## src/rtl/shake_share_arbiter_pkg.sv

```systemverilog
// Shared definitions for the two-requester SHAKE core arbiter.
// State encoding is fixed so grant/busy decode stays trivial.
package shake_share_arbiter_pkg;

  localparam int DEFAULT_W = 32;

  typedef enum logic [1:0] {
    ST_IDLE  = 2'd0,
    ST_OWN0  = 2'd1,
    ST_OWN1  = 2'd2,
    ST_DRAIN = 2'd3
  } state_t;

endpackage

```

## src/rtl/shake_share_arbiter.sv

```systemverilog
// Round-robin session arbiter sharing one keccak_top between two requesters.
// Owner paths are combinational pass-through; only state, ptr and drain count are stored.
module shake_share_arbiter
  import shake_share_arbiter_pkg::*;
#(
  parameter int W            = DEFAULT_W,
  parameter int DRAIN_CYCLES = 2
) (
  input  logic         clk,
  input  logic         rst_n,

  input  logic         r0_din_valid,
  output logic         r0_din_ready,
  input  logic [W-1:0] r0_din,
  output logic         r0_dout_valid,
  input  logic         r0_dout_ready,
  output logic [W-1:0] r0_dout,
  input  logic         r0_force_done,

  input  logic         r1_din_valid,
  output logic         r1_din_ready,
  input  logic [W-1:0] r1_din,
  output logic         r1_dout_valid,
  input  logic         r1_dout_ready,
  output logic [W-1:0] r1_dout,
  input  logic         r1_force_done,

  output logic         sh_din_valid,
  input  logic         sh_din_ready,
  output logic [W-1:0] sh_din,
  input  logic         sh_dout_valid,
  output logic         sh_dout_ready,
  input  logic [W-1:0] sh_dout,
  output logic         sh_force_done,

  output logic [1:0]   grant,
  output logic         busy
);

  localparam logic [3:0] DRAIN_LOAD = 4'(DRAIN_CYCLES - 1);

  state_t     state, state_nxt;
  logic       ptr, ptr_nxt;
  logic [3:0] cnt, cnt_nxt;
  logic [1:0] own;

  always_ff @(posedge clk or negedge rst_n) begin
    if (!rst_n) begin
      state <= ST_IDLE;
      ptr   <= 1'b0;
      cnt   <= 4'd0;
    end else begin
      state <= state_nxt;
      ptr   <= ptr_nxt;
      cnt   <= cnt_nxt;
    end
  end

  // Non-owner force_done never reaches the transition logic.
  always_comb begin
    state_nxt = state;
    ptr_nxt   = ptr;
    cnt_nxt   = cnt;
    unique case (state)
      ST_IDLE: begin
        if (r0_din_valid && r1_din_valid) state_nxt = ptr ? ST_OWN1 : ST_OWN0;
        else if (r0_din_valid)            state_nxt = ST_OWN0;
        else if (r1_din_valid)            state_nxt = ST_OWN1;
      end
      ST_OWN0: begin
        if (r0_force_done) begin
          state_nxt = ST_DRAIN;
          ptr_nxt   = 1'b1;
          cnt_nxt   = DRAIN_LOAD;
        end
      end
      ST_OWN1: begin
        if (r1_force_done) begin
          state_nxt = ST_DRAIN;
          ptr_nxt   = 1'b0;
          cnt_nxt   = DRAIN_LOAD;
        end
      end
      ST_DRAIN: begin
        if (cnt == 4'd0) state_nxt = ST_IDLE;
        else             cnt_nxt   = cnt - 4'd1;
      end
      default: state_nxt = ST_IDLE;
    endcase
  end

  // Reset forces IDLE asynchronously, so every gated output below drops with rst_n.
  assign own   = {state == ST_OWN1, state == ST_OWN0};
  assign grant = own;
  assign busy  = (state != ST_IDLE);

  assign sh_din_valid  = (own[0] & r0_din_valid)  | (own[1] & r1_din_valid);
  assign sh_din        = own[0] ? r0_din : (own[1] ? r1_din : '0);
  assign sh_dout_ready = (own[0] & r0_dout_ready) | (own[1] & r1_dout_ready);
  assign sh_force_done = (own[0] & r0_force_done) | (own[1] & r1_force_done);

  assign r0_din_ready  = own[0] & sh_din_ready;
  assign r0_dout_valid = own[0] & sh_dout_valid;
  assign r0_dout       = own[0] ? sh_dout : '0;
  assign r1_din_ready  = own[1] & sh_din_ready;
  assign r1_dout_valid = own[1] & sh_dout_valid;
  assign r1_dout       = own[1] ? sh_dout : '0;

endmodule
```

## config.mk

```make
export PLATFORM = sky130hd
export DESIGN_NAME = shake_share_arbiter
export DESIGN_NICKNAME = d
export VERILOG_FILES = /design/src/rtl/shake_share_arbiter_pkg.sv /design/src/rtl/shake_share_arbiter.sv
export SDC_FILE = /design/constraint.sdc
export NUM_CORES = 1
export LEC_CHECK = 0
export BUFFER_PORTS_ARGS = -buffer_cell sky130_fd_sc_hd__buf_2
export CAP_MARGIN = 20
export CORE_AREA = 2 2 81 83
export DETAILED_ROUTE_END_ITERATION = 10
export DIE_AREA = 0 0 83 85
export PLACE_DENSITY_LB_ADDON = 0.25
export SYNTH_ARGS = -nofsm -noshare
export SYNTH_HDL_FRONTEND = slang
export SYNTH_SLANG_ARGS = --single-unit
```

## constraint.sdc

```tcl
create_clock -name clk -period 2.06 [get_ports clk]
set_input_delay 0 -clock clk [delete_from_list [all_inputs] [get_ports clk]]
set_output_delay 0 -clock clk [all_outputs]
set_load 0.1 [all_outputs]
```

* Word-level counts from Yosys, hierarchy flattened *
Cells that the tools add are included.
W data, S select, Z words.

cells by class
  $add $sub $neg = 1
  equality and inequality tests = 8
  mux-type cells = 19
  bitwise gates (word level) = 13
  reductions and logical operators = 9

operator list
  kind                   number
  $mux W32               4
  $mux W2                7
  $mux W4                3
  $pmux W4 S3            1
  $and A1 B1 Y1          10
  $ne A2 B2 Y1 const B   4
  $pmux W2 S4            1
  $reduce_and A4 Y1      2
  $eq A2 B2 Y1 const B   2
  $logic_not A4 Y1       1
  $ne A4 B4 Y1 const B   1
  $reduce_bool A2 Y1     2
  $sub A4 B1 Y4 const B  1
  $or A1 B1 Y1           3
  $reduce_and A3 Y1      1
  $reduce_bool A3 Y1     1
  $eq A2 B1 Y1 const B   1
  $logic_not A2 Y1       1
  $mux W1                2
  $pmux W1 S2            1
  $logic_and A1 B1 Y1    1

word-level totals
  register bits after elaboration = 7
  input port bits = 106
  output and inout port bits = 106
  logic and storage cells = 53

* Depth between registers and ports, before layout *
Gate-level depths: netlist (run 1).

  depth after elaboration = 4
  gate-level depth with buffers = 6
  depth with buffers taken out = 5

* Worst setup path before layout (run 1) *
Ideal clock, no wire load.

  path type = reg2out
  start = register state[0]
  end = output sh_din[10]
  arrival = 4.040 ns
  required time = 2.060 ns
  setup slack = -1.980 ns
  cell stages (with the launch flop) = 7
  buffers on the path = 2
  cells stage by stage = dfrtp_1 -> inv_1 -> ha_1 -> clkbuf_1 -> clkbuf_1 -> nand2_1 -> o21ai_0

on the way
  cells in the longest elaborated chain, start to end = 3
  elaborated cells between the ends (all ways) = 4
  classes of those cells = 2 x eq/ne; 2 x mux

RTL lines
  element                 RTL line                   RTL
  from (decl)             shake_share_arbiter.sv:42  state_t state, state_nxt;
  from (signal assigned)  shake_share_arbiter.sv:53  state <= state_nxt;
  $eq A2 B2 Y1            shake_share_arbiter.sv:93  assign own = {state == ST_OWN1, state == ST_OWN0};
  named net grant[1]      shake_share_arbiter.sv:36  output logic [1:0] grant,
  $mux W32 (2 in series)  shake_share_arbiter.sv:98  assign sh_din = own[0] ? r0_din : (own[1] ? r1_din : '0);
  to (decl)               shake_share_arbiter.sv:30  output logic [W-1:0] sh_din,

The timed path passes the listed nets, and every way through them passes these cells.

* Worst setup path in the final report (run 1) *
  start = register cnt[0]
  end = register state[1]

on the way
  cells in the longest elaborated chain, start to end = 3

RTL lines
  element                      RTL line                   RTL
  from (decl)                  shake_share_arbiter.sv:44  logic [3:0] cnt, cnt_nxt;
  from (signal assigned)       shake_share_arbiter.sv:55  cnt <= cnt_nxt;
  $logic_not A4 Y1             shake_share_arbiter.sv:85  if (cnt == 4'd0) state_nxt = ST_IDLE;
  $ne A2 B2 Y1 (no line)       n/a
  $reduce_and A4 Y1 (no line)  n/a

Every way passes these cells.
A chain may end at the register's enable or synchronous reset.

==> key figures, run 1 <==
Setup path
  • Critical path cell sequence: inv_1, ha_1, or3b_4, a2111oi_4, mux2_4
  • Worst Path Max Fanout: 4
  • Crit path largest cell delay: 450 ps
  • R2R Setup Slk: 80 ps
  • Critical Path Source: cnt[0]$_DFFE_PN0P_
  • WP data arrival: 2100 ps
  • CP Data Required Time: 2180 ps
  • R2r endpoint: state[1]$_DFFE_PN0P_
  • Crit end category: register
  • Slowest CP cell: a2111oi_4
  • Worst r2r path cells: 5
  • Setup CP Type: reg -> reg
  • Critical Path Start Type: register
  • Worst r2r src: cnt[0]$_DFFE_PN0P_

Cells and area
  • Most frequent cells in the layout: buf_2, buf_12, nand2_1, and2_2, and2_1
  • Register area: 175 um2
  • Area of the multi-input gates: 1640 um2
  • # diodes: 0
  • Nets: 557
  • Fraction of layout cells with a size suffix above 1: 65.9%
  • Area Overhead vs Synth: 214%
  • Most common cell after layout, fill and taps aside: buf_2
  • Filler Cell Count: 406
  • Post-route cell area: 4630 um2

GRT
  • Vias in the first global route: 2500
  • Grt ovf: 0
  • First-pass GRT wire length: 12500 um
  • Gr usage total: 22.0%
  • Initial antenna violation count: 0
  • Largest net degree at the start of global routing: 72

Flow run
  • Max-cap viol count: 0

Timing
  • Final worst path period share: 96.2%
  • Slew @ Worst Pin: 508 ps
  • FMAX: 505 MHz
  • RSZ-0062 raised after global routing: false
  • Post-layout min period: 1980 ps
  • Fin Clk Skew: 4.27 ps
  • Worst slack on hold paths: 134 ps
  • Final Slew Violations: 0
  • Rel. slew slack: 66.1%
  • Post-route setup slack: 79.3 ps
  • Final setup vio count: 0
  • Final hold violations: 0

Floorplanning
  • Initial Util: 23.8%
  • Die Span X: 83 um
  • Site Rows: 29
  • Core Box Area: 6200 um2
  • Die area: 7060 um2
  • Die height: 85 um
  • Boundary Pins: 212

CTS
  • Longest Clk Path Bufs: 2
  • Clk_lat worst skew: 230 ps
  • # H-tree levels: 1
  • Root Buffer: clkbuf_8
  • CTS Sinks: 7
  • Number of setup buffers added after CTS: 0
  • Total CTS buffers: 3
  • CTS tree: built
  • Resized cells post-CTS: 0
  • Clk slew on worst S/H paths: 50 ps

Min path
  • Worst hold path cell count: 3
  • Hold EP: ptr$_DFFE_PN0P_
  • Worst min path class: in -> reg
  • Worst hold start: r1_force_done

Route
  • First-pass DRT Iterations: 4
  • Wire length on met2: 4440 um
  • Total wire length: 8180 um
  • Metal3 WL: 940 um
  • WL/cell: 15.7 um
  • DRT iter0 DRCs: 71
  • Met1 Wirelength: 2730 um
  • Final ANT Viol Nets: 0
  • Top routing layer used: met4
  • Vias per std cell: 4.70
  • DRC: 0
  • Detailed-route via count: 2444

Place
  • Post-place setup slack: 92.0 ps
  • Port Buffers: 211
  • Placed cell areas: 4570 um2
  • Final GP Congestion: 0.793
  • DPL Wire Length: 6890 um

Status
  • Outcome: completed

Yosys
  • YS warnings: 0
  • Sequential share of the synthesized area: 11.9%
  • #FFs+latches synth: 7
  • Synth async-reset ratio: 100%
  • Yosys cell types: 30
  • Most used DFF post-synth: dfrtp_1
  • Mapped Nets: 356
  • Syn avg cell area: 6.07 um2
  • Synthesized area: 1470 um2
  • Post-synth EDFFs: 0
  • Synth Instances: 243
==> critical path, delay by kind of cell, from the launching register on <==
family          cells  cell delay, ps
compound gates      1             450
flops               1             390
simple gates        1             390
mux                 1             340
fa+ha+maj           1             170
buf+inv             1             130
==> logic make-up (layout without fill, tap and decap cells) <==
| family | count (synthesis) | count (layout) | share of synthesized area [%] |
|---|---|---|---|
| and+or+nand+nor | 155 | 155 | 53.8 |
| muxes | 2 | 2 | 1.70 |
| adders and majority gates | 7 | 7 | 5.94 |
| DFF | 7 | 7 | 11.9 |
| buffers and inverters | 25 | 225 | 6.37 |
| AOI/OAI and AO/OA | 47 | 47 | 20.3 |
==> routing by layer <==
metal / vias to the layer above / track usage [%]
li1: 1188 / -
met1: 1110 / 22.7
met2: 140 / 42.5
met3: 6 / 8.46
met4: 0 / 3.58
met5: - / 0
==> cells in the mapped netlist, drive strengths merged (2+ instances only) <==
| library cell | number | share of area (%) |
|---|---|---|
| a22o | 3 | 1.8 |
| nand3b | 2 | 1.0 |
| nor3b | 2 | 1.0 |
| ha | 7 | 5.9 |
| and2 | 68 | 29 |
| clkbuf | 20 | 5.1 |
| o31ai | 3 | 1.5 |
| nor2 | 3 | 0.76 |
| inv | 5 | 1.3 |
| o21ai | 32 | 11 |
| nand2 | 71 | 18 |
| nor2b | 2 | 0.85 |
| a31oi | 2 | 0.85 |
| dfrtp | 7 | 12 |
==> how the worst max path moves through the flow <==
stage / to
finish: state[1]$_DFFE_PN0P_
global route: sh_din[23]
CTS: state[1]$_DFFE_PN0P_
detailed placement: state[1]$_DFFE_PN0P_
global placement: state[1]$_DFFE_PN0P_
floorplan: sh_din[18]
==> area by class of cell <==
class / count / area share (%)
clock buffer: 4 / 0.974
multi-input combinational: 211 / 35.4
sequential: 7 / 3.79
tap: 77 / 2.08
timing repair buffer: 216 / 57.3
inverter: 5 / 0.406
==> registers in the layout, indices dropped and copies added, names as in the netlist <==
signal	flops
cnt	4
state	2
ptr	1
==> per-stage QoR <==
stage / utilization [%] / instances / TNS, ps
after global placement: 73.7 / 515 / 0
after CTS: 74.6 / 520 / 0
final: 74.6 / 520 / 0
after global routing: 74.6 / 520 / 0
after detailed placement: 73.7 / 515 / 0
after floorplan: - / 243 / -1260
==> what timing repair did <==
action / 4_1_cts / 5_1_grt
endpoints found under the setup margin: 0 / 0
hold buffers: 1 / 0
hold endpoints to repair: 7 / 0
Power of run 1 is not shown: default switching activity piles up to over one toggle a cycle in this logic, so the estimate is an artifact.
==> run 2, diff against run 1 <==
Settings changed: GPL_TIMING_DRIVEN set to 0.
==> key figures, run 2 (synthesis gave the netlist of run 1 again) <==
Status
  • Outcome: completed (unchanged)

Cells and area
  • Register area: 175 um2 (unchanged)
  • Area Overhead vs Synth: 136% (was 214%)
  • Max reg flops: 4 (unchanged)
  • Fraction of layout cells with a size suffix above 1: 65.9% (about the same)
  • Most frequent cells in the layout: buf_2, nand2_1, buf_4 (was buf_2, buf_12, nand2_1, and2_2, and2_1)
  • Filler Cell Count: 571 (was 406)
  • Most flops, register: cnt (unchanged)
  • # diodes: 0 (unchanged)
  • Area of the multi-input gates: 1640 um2 (about the same)
  • Regs by FF count: cnt: 4 flops, state: 2 flops, ptr: 1 flops (unchanged)
  • Post-route insts no fill: 534 (was 520)
  • Most common cell after layout, fill and taps aside: buf_2 (unchanged)
  • Nets: 571 (was 557)

CTS
  • Number of setup buffers added after CTS: 0 (unchanged)
  • Clk slew on worst S/H paths: 50 ps (about the same)
  • Longest Clk Path Bufs: 2 (unchanged)
  • # H-tree levels: 1 (unchanged)
  • CTS tree: built (unchanged)
  • CTS Sinks: 7 (unchanged)
  • Root Buffer: clkbuf_8 (unchanged)
  • Total CTS buffers: 3 (unchanged)
  • Clk_lat worst skew: 230 ps (about the same)

Setup path
  • Crit end category: output port (was register)
  • Worst r2r src: cnt[0]$_DFFE_PN0P_ (unchanged)
  • Critical Path Source: state[1]$_DFFE_PN0P_ (was cnt[0]$_DFFE_PN0P_)
  • Critical path cell sequence: inv_1, ha_4, buf_4, clkbuf_4, nand2_1, o21ai_4, buf_4 (was inv_1, ha_1, or3b_4, a2111oi_4, mux2_4)
  • Crit path largest cell delay: 440 ps (was 450 ps)
  • Crit path max-delay family: buffers and inverters (was compound AO/OA/AOI/OAI gates)
  • CP Data Required Time: 2060 ps (was 2180 ps)
  • R2R Setup Slk: 130 ps (was 80 ps)
  • Worst Path Max Fanout: 10 (was 4)
  • Most frequent CP cell: buf_4
  • WP data arrival: 1960 ps (was 2100 ps)
  • Critical Path Start Type: register (unchanged)
  • Setup CP Type: reg -> out (was reg -> reg)
  • Slowest CP cell: dfrtp_1 (was a2111oi_4)
  • Worst Path Buf+Inv: 4 (was 1)

Timing
  • Slew @ Worst Pin: 563 ps (was 508 ps)
  • Final setup vio count: 0 (unchanged)
  • Post-layout min period: 1960 ps (was 1980 ps)
  • Final Slew Violations: 0 (unchanged)
  • Rel. slew slack: 62.4% (was 66.1%)
  • Final worst path period share: 95.2% (was 96.2%)
  • Final hold violations: 0 (unchanged)
  • FMAX: 510 MHz (was 505 MHz)
  • Fin Clk Skew: 3.29 ps (was 4.27 ps)

GRT
  • Vias in the first global route: 2321 (was 2500)
  • First-pass GRT wire length: 11300 um (was 12500 um)
  • Grt ovf: 0 (unchanged)
  • Gr usage total: 19.4% (was 22.0%)
  • Initial antenna violation count: 0 (unchanged)
  • Largest net degree at the start of global routing: 11 (was 72)

Route
  • DRC: 0 (unchanged)
  • First-pass DRT Iterations: 4 (unchanged)
  • Detailed-route via count: 2426 (was 2444)
  • WL/cell: 14.2 um (was 15.7 um)
  • DRT iter0 DRCs: 37 (was 71)
  • Vias per std cell: 4.54 (was 4.70)
  • Total wire length: 7560 um (was 8180 um)
  • Final ANT Viol Nets: 0 (unchanged)

Flow run
  • Max-cap viol count: 0 (unchanged)

Place
  • Cells after DPL: 531 (was 515)
  • Final GP Congestion: 0.801 (was 0.793)
  • Port Buffers: 211 (unchanged)
  • DPL Wire Length: 6020 um (was 6890 um)

Floorplanning
  • Boundary Pins: 212 (unchanged)
  • Initial Util: 23.8% (unchanged)
  • Core Box Area: 6200 um2 (unchanged)
  • Die height: 85 um (unchanged)
  • Site Rows: 29 (unchanged)
  • Die area: 7060 um2 (unchanged)
  • Die Span X: 83 um (unchanged)

Min path
  • Worst min path class: in -> async (was in -> reg)
## run 2: final timing paths
path | end | depth (start not counted)
setup / recovery | sh_din[7] | 7
hold / removal | state[0]$_DFFE_PN0P_ | 2
setup reg to reg | state[1]$_DFFE_PN0P_ | 5
hold reg to reg | ptr$_DFFE_PN0P_ | 1
max in group asynchronous | cnt[2]$_DFFE_PN0P_ | 2
min in group clk | ptr$_DFFE_PN0P_ | 3
## run 2: final cells by class
class / instances / share of cell area (%)
multi-input combinational: 211 / 47.2
timing repair buffer: 212 / 40.4
sequential: 7 / 5.04
buffer: 18 / 2.81
tap: 77 / 2.77
clock buffer: 4 / 1.29
inverter: 5 / 0.540
## run 2: metrics by stage
stage / hold slack [ps] / setup TNS, ps / setup WS, ps / util [%] / area [um2]
global placement: -147 / -7260 / -347 / 49.5 / 3070
detailed placement: -145 / -8230 / -368 / 49.5 / 3070
global route: 141 / -5.76 / -5.76 / 56.1 / 3480
floorplan: -296 / -1260 / -63.9 / - / 1920
CTS: 126 / 0 / 0.122 / 53.2 / 3300
finish: 129 / 0 / 99.3 / 56.1 / 3480
## run 2: per-layer routing
layer  wire, um  vias to the layer above  global-route usage (%)  part of all wire [%]
met5          0                        -                       0                     0
met4         68                        0                    3.43                  0.90
met3        658                        9                    4.38                   8.7
met2       3950                      141                    36.8                    52
met1       2890                     1058                    22.3                    38
li1           -                     1218                       -                     -
## run 2: what timing repair did
action / 4_1_cts / 5_1_grt
gates resized for setup: 77 / 64
endpoints found under the hold margin: 7 / 0
hold buffers: 1 / 0
setup endpoints to repair: 102 / 92
Power of run 2 is left out for the same reason.
